===== src/rtl/iir_decim_out_buf.sv =====
// Decimating output stage for the biquad IIR: block-averages DECIM samples and
// buffers each result in a small FWFT FIFO with a valid/ready consumer port.
module iir_decim_out_buf #(
  parameter int DATA_BIT_NUM = 16,
  parameter int LOG2_DECIM   = 2,
  parameter int DECIM        = 2**LOG2_DECIM,
  parameter int ADDR_W       = 2
) (
  input  logic                           clk,
  input  logic                           rst_n,
  input  logic                           in_valid,
  input  logic signed [DATA_BIT_NUM-1:0] data_in,
  input  logic                           clear,
  output logic                           out_valid,
  input  logic                           out_ready,
  output logic signed [DATA_BIT_NUM-1:0] data_out,
  output logic [ADDR_W:0]                fifo_level,
  output logic                           overflow,
  input  logic                           ovf_clr
);
  localparam int AW    = DATA_BIT_NUM + LOG2_DECIM;
  localparam int DEPTH = 2**ADDR_W;

  logic [LOG2_DECIM-1:0]          phase_q, phase_d;
  logic signed [AW-1:0]           acc_q, acc_d;
  logic [ADDR_W-1:0]              rd_ptr_q, rd_ptr_d, wr_ptr_q, wr_ptr_d;
  logic [ADDR_W:0]                level_q, level_d;
  logic                           ovf_q, ovf_d;
  logic signed [DATA_BIT_NUM-1:0] mem_q [DEPTH];

  logic signed [AW-1:0]           din_ext, sum_w;
  logic signed [DATA_BIT_NUM-1:0] result;
  logic                           complete, full, pop, push, drop;

  assign din_ext  = {{LOG2_DECIM{data_in[DATA_BIT_NUM-1]}}, data_in};
  assign sum_w    = acc_q + din_ext;
  // Accumulator has LOG2_DECIM guard bits, so the shifted mean always fits.
  assign result   = DATA_BIT_NUM'(sum_w >>> LOG2_DECIM);
  assign complete = in_valid && !clear && (phase_q == LOG2_DECIM'(DECIM-1));
  assign full     = (level_q == (ADDR_W+1)'(DEPTH));
  assign pop      = out_valid && out_ready && !clear;
  assign push     = complete && (!full || pop);
  assign drop     = complete && full && !pop;

  assign out_valid  = (level_q != '0);
  assign data_out   = out_valid ? mem_q[rd_ptr_q] : '0;
  assign fifo_level = level_q;
  assign overflow   = ovf_q;

  always_comb begin
    phase_d  = phase_q;
    acc_d    = acc_q;
    rd_ptr_d = rd_ptr_q;
    wr_ptr_d = wr_ptr_q;
    level_d  = level_q;
    ovf_d    = ovf_q;
    if (clear) begin
      phase_d  = '0;
      acc_d    = '0;
      rd_ptr_d = '0;
      wr_ptr_d = '0;
      level_d  = '0;
      ovf_d    = 1'b0;
    end else begin
      if (in_valid) begin
        phase_d = phase_q + LOG2_DECIM'(1);
        acc_d   = (phase_q == '0) ? din_ext : sum_w;
      end
      if (pop)  rd_ptr_d = rd_ptr_q + ADDR_W'(1);
      if (push) wr_ptr_d = wr_ptr_q + ADDR_W'(1);
      case ({push, pop})
        2'b10:   level_d = level_q + (ADDR_W+1)'(1);
        2'b01:   level_d = level_q - (ADDR_W+1)'(1);
        default: level_d = level_q;
      endcase
      // A drop in the same cycle as ovf_clr keeps the flag set.
      if (drop)         ovf_d = 1'b1;
      else if (ovf_clr) ovf_d = 1'b0;
    end
  end

  always_ff @(posedge clk or negedge rst_n) begin
    if (!rst_n) begin
      phase_q  <= '0;
      acc_q    <= '0;
      rd_ptr_q <= '0;
      wr_ptr_q <= '0;
      level_q  <= '0;
      ovf_q    <= 1'b0;
    end else begin
      phase_q  <= phase_d;
      acc_q    <= acc_d;
      rd_ptr_q <= rd_ptr_d;
      wr_ptr_q <= wr_ptr_d;
      level_q  <= level_d;
      ovf_q    <= ovf_d;
    end
  end

  // Storage needs no reset: reads are masked while the level is zero.
  always_ff @(posedge clk) begin
    if (push) mem_q[wr_ptr_q] <= result;
  end
endmodule

===== config.mk =====
export PLATFORM = sky130hd
export DESIGN_NAME = iir_decim_out_buf
export DESIGN_NICKNAME = d
export VERILOG_FILES = /design/src/rtl/iir_decim_out_buf.sv
export SDC_FILE = /design/constraint.sdc
export NUM_CORES = 1
export LEC_CHECK = 0
export CAP_MARGIN = 10
export CORE_MARGIN = 2
export CORE_UTILIZATION = 29
export DETAILED_ROUTE_END_ITERATION = 8
export GPL_TIMING_DRIVEN = 0
export RECOVER_POWER = 50
export SKIP_LAST_GASP = 1
export SLEW_MARGIN = 20
export SYNTH_ARGS = -nofsm -noshare
export SYNTH_HDL_FRONTEND = slang
export SYNTH_SLANG_ARGS = --single-unit
export TNS_END_PERCENT = 10

===== constraint.sdc =====
create_clock -name clk -period 3.6 [get_ports clk]
set_clock_uncertainty 0.05 [all_clocks]
set_input_delay 0.36 -clock clk [delete_from_list [all_inputs] [get_ports clk]]
set_output_delay 0.36 -clock clk [all_outputs]
set_load 0.01 [all_outputs]

# Word level (Yosys, flattened, before mapping)

Memories as Yosys holds them, arrays and structs flattened.
Index checks and enable logic that the tools add are counted.

Add/subtract/negate cells: 6
Eq/ne operators: 4
Multiplexer cells: 17
Reduce and logical (&&, ||, !) cells: 18

Operators by type and width:

| kind                                                                   | number |
|---|---|
| 18-bit 2-to-1 mux                                                      | 3 |
| 18-bit by 16-bit adder with 18-bit output                              | 1 |
| 16-bit 2-to-1 mux                                                      | 1 |
| 2-bit 2-to-1 mux                                                       | 6 |
| 3-bit nonzero test                                                     | 3 |
| 1-bit logical AND                                                      | 7 |
| 2-bit by 1-bit adder with 2-bit output (second input constant)         | 3 |
| 3-bit one-hot mux with 2 select lines                                  | 1 |
| 2-bit nonzero test                                                     | 3 |
| 1-bit 2-to-1 mux                                                       | 5 |
| 2-bit equality test (second input constant)                            | 2 |
| 3-bit by 1-bit adder with 3-bit output (second input constant)         | 1 |
| 3-bit equality test (second input constant)                            | 1 |
| 1-bit logical NOT                                                      | 3 |
| 3-bit 2-to-1 mux                                                       | 1 |
| 3-bit by 1-bit subtractor with 3-bit output (second input constant)    | 1 |
| 2-bit by 1-bit equality test with 1-bit output (second input constant) | 1 |
| 2-bit logical NOT                                                      | 1 |
| 1-bit logical OR                                                       | 1 |

Flip-flop bits (word level): 28
Bits in writable memories: 64
Input bits: 22
Output and inout bits: 21
Logic and storage cells: 52
Memories kept: 1

Memories:

| memory | words | bits a word | rd ports | clocked after memory_dff | write ports | line | text |
|---|---|---|---|---|---|---|---|
| mem_q  | 4     | 16          | 1        | 0                        | 1           | 29   | `logic signed [DATA_BIT_NUM-1:0] mem_q [DEPTH];` |

# Depth between registers and ports, before layout

Gate-level depths: netlist of the first run.

Depth in word-level cells: 8
Gate-level depth with buffers: 9

# Worst setup path before layout of the first run

Ideal clock, no wire load.

Kind: input -> register
Start point: input port data_in[0]
End point: register acc_q[16]
Library setup time: 0.126 ns
Data arrival time: 2.167 ns
Required time: 3.424 ns
Path slack: 1.257 ns
Stages: 9
Path buffers: 0
Cells stage by stage: ha_1 -> inv_1 -> fa_1 -> nand2b_1 -> a211oi_2 -> o311a_1 -> a21o_1 -> xor2_1 -> a221o_1

Longest elaborated chain between the ends: 4

Ends and longest elaborated chain:

| item                                      | line | text |
|---|---|---|
| start: declaration                        | 12   | `input logic signed [DATA_BIT_NUM-1:0] data_in,` |
| 18-bit by 16-bit adder with 18-bit output | 36   | `assign sum_w = acc_q + din_ext;` |
| named net sum_w[16]                       | 31   | `logic signed [AW-1:0] din_ext, sum_w;` |
| 18-bit 2-to-1 mux                         | 67   | `acc_d = (phase_q == '0) ? din_ext : sum_w;` |
| 18-bit 2-to-1 mux                         | 65   | `if (in_valid) begin` |
| 18-bit 2-to-1 mux                         | 57   | `if (clear) begin` |
| end signal: assignment                    | 85   | `acc_q <= '0;` |
| end signal: assignment                    | 92   | `acc_q <= acc_d;` |
| end: declaration                          | 25   | `logic signed [AW-1:0] acc_q, acc_d;` |

The timed path passes the listed nets, and every way through them passes these cells. The select of a mux whose other input is x is not followed.
A chain may end at the register's enable or synchronous reset.

# Final worst setup path of the first run

Start point: input port data_in[0]
End point: register acc_q[8]

The elaborated chain is that of the path after synthesis.

==> results of run 1 <==
-- final cells by class --
class,instances,area (um2)
buffer,20,85.1
clock buffer,9,225
clock inverter,6,87.6
fill,1619,10700
inverter,10,37.5
multi-input combinational,256,2080
sequential,92,2620
tap,220,275
timing repair buffer,40,394
-- through the flow --
stage | setup WS (ps) | area [um2] | total power (W) | cells | hold slack (ps)
final | 437 | 5810 | 0.00271 | 653 | 404
after detailed placement | 362 | 5530 | 0.00173 | 638 | 412
after CTS | 402 | 5840 | 0.00273 | 653 | 51.3
after global routing | 278 | 5810 | 0.00283 | 653 | 490
after floorplan | 1260 | 4850 | 0.00158 | 378 | 14.4
after global placement | 418 | 5530 | 0.00171 | 638 | 453
-- cells by family after synthesis --
logic type,Yosys count
compound gates,80
buf+inv,30
flops,92
mux,28
xor+xnor,18
simple gates,105
fa+ha+maj,25
-- report_power, final --
| group | total (W) | switching, W | internal (W) |
|---|---|---|---|
| clock | 0.000996 | 0.000392 | 0.000604 |
| sequential | 0.00123 | 0.0000184 | 0.00121 |
| combinational | 0.000479 | 0.000295 | 0.000184 |
-- placed cells by master (no fill, tap or decap), drive strengths merged, types with 3 or more instances in the layout --
master	synthesis	routed
nand2	15	15
clkbuf	15	27
xnor2	11	11
nor2	33	33
nand3	6	6
a311oi	3	3
a21o	9	9
a211oi	14	14
o21a	4	4
clkdlybuf4s50	0	32
nor2b	5	5
dfrtp	28	28
mux2i	12	12
and2	20	20
mux4	16	16
ha	23	23
nor3	4	4
xor2	7	7
nor4b	3	3
edfxtp	64	64
nor3b	3	3
dlygate4sd3	0	7
buf	5	3
inv	10	11
a221o	3	3
nand2b	4	4
o21ai	12	12
a21oi	15	15
and3	3	3
-- metal layers --
metal  share of wire  global-route usage
met1            0.47               0.166
met3           0.043              0.0247
met4           0.017              0.0443
met2            0.47               0.207
met5               0                   0
-- synth_stat cells (3+ instances only) --
master,instances
o21ai_0,9
edfxtp_1,64
nand2_1,15
a221o_1,3
mux2i_1,12
inv_1,10
nand2b_1,4
xnor2_1,11
nor3_1,3
and3_1,3
a311oi_1,3
mux4_2,16
o21a_1,4
dfrtp_1,28
a21oi_1,15
and2_1,20
clkbuf_1,15
a211oi_2,3
nor2b_1,5
a211oi_1,11
nand3_1,6
ha_1,23
nor2_1,32
xor2_1,7
a21o_1,9
-- final timing paths --
check,from,end,slack (ps),cells past startpoint
worst min-delay path,rst_n,acc_q[12],400,1
min in group clk,acc_q[16],acc_q[16],470,1
worst max-delay path,data_in[0],acc_q[8],440,10
max in group asynchronous,rst_n,wr_ptr_q[1],2110,1
worst min register to register,acc_q[16],acc_q[16],470,1
worst max register to register,acc_q[0],acc_q[8],680,9
-- registers in the layout, summed over array words and instances, names as in the netlist --
signal,cells
acc_q,18
mem_q,64
wr_ptr_q,2
phase_q,2
fifo_level,3
rd_ptr_q,2
overflow,1
-- worst register-to-register path, cell delays in order, from the launching register on --
cell      delay, ps
dfrtp_1         350
ha_1            200
inv_1            70
fa_1            410
nand2b_1        220
a211oi_1        460
nor3_1          120
xnor2_1         530
mux2i_1         150
a211oi_1        260
==> metrics, run 1 <==
routability cong.=0.885; num rows=47; CTS H-tree lvls=3; diode count=0; final hold vios=0; PostCTS Resize Cnt=0; Post-synth EDFFs=64; main combinational cell family by area after synthesis=compound AO/OA/AOI/OAI gates; Final setup viols=0; Hold Buf Count CTS=0; Total Wirelength=10,800 um; Via density=4.94; PortBufs=40; Clock transition at path regs=60 ps; Post-route DRC=0; WL/cell=16.5 um; vias in the first global route=3,348; failing checks=capacitance limit, slew limit; worst-path cell chain=dlygate4sd3_1, ha_1, inv_1, fa_1, nand2b_1, a211oi_1, nor3_1, xnor2_1, mux2i_1, a211oi_1; Initial DRC Count=208; Crit Path Max Fanout=5; max-slew violation count=29; root buf cell=clkbuf_16; Nets=476; CP bufs+invs=2; synthesized cell area=0.00485 mm2; Worst path max stage delay=560 ps; Die X=133 um; Die Span Y=133 um; Avg Inst Size Synth=12.8 um2; Hold Path Class=in -> async; layout cells sized above 1=0.0878; Worst-Margin Slew=1700 ps; CP delay by family, top=compound AO/OA/AOI/OAI gates; setup TNS=0 ps; post-synthesis async set-or-reset flop share=0.304; RSZ-0062 raised after global routing=false; Clk Latency, worst-skew pair=340 ps; Synth Area in Adders=0.0675; fmax=316 MHz; top cells by area, synth=edfxtp_1 40%, dfrtp_1 14%, mux4_2 7.4%; slowest CP cell=dlygate4sd3_1; Power Density=466 mW/mm2; first-pass GRT wire length=17,300 um; status=finished with violations; Yosys reg bits=92; CTS Sinks=92; Setup CP Type=in -> reg; Final Cycle Share=0.879; CTS buffer count=9; count of cell types in the netlist=58; io pins=43; Total GRT Usage=0.126; Core Footprint=0.0165 mm2; syn_nets=425; Detail Route Antenna Nets=0; TritonCTS clock tree=done; Crit path required time=3790 ps; Tmin final=3160 ps; Via Count=3,225; worst path arrival time=3360 ps; Clock Path Buffers=2; Pleak=2.18 nW; Yosys top cell by area=edfxtp_1; initial antenna violation count=0; mux contribution to synthesized area=0.0990; crit path capture type=flip-flop; drt first pass iters=4; startpoint types=input port; main flop type after synthesis=edfxtp_1; Seq/Total Area, Yosys=0.540; slew margin rel.=-0.131; grt total ovfl=0; Starting Density=0.295; Post-Synth XOR/XNOR Area=0.0325; max cap viols=1; DP HPWL=7730 um; Synth Area in Simple Gates=0.115; Mapped Cells=378; largest net degree at the start of global routing=29; post-synthesis compound-gate area fraction=0.121; total setup buffers inserted after CTS=0; cell mode on critical path=a211oi_1; Yosys warning count=0; Syn-to-layout area delta=19.7%; Final Util=0.353; post-synth top area share=0.396; peak supply drop=0.000253 V; Die Area=0.0178 mm2
Power figures use the tool's default switching activity.
==> run 2: changes to the inputs <==
Settings changed: SLEW_MARGIN 20 to 0.
==> results of run 2 <==
Same layout as run 1: the final DEF is identical, and so are final timing and power.
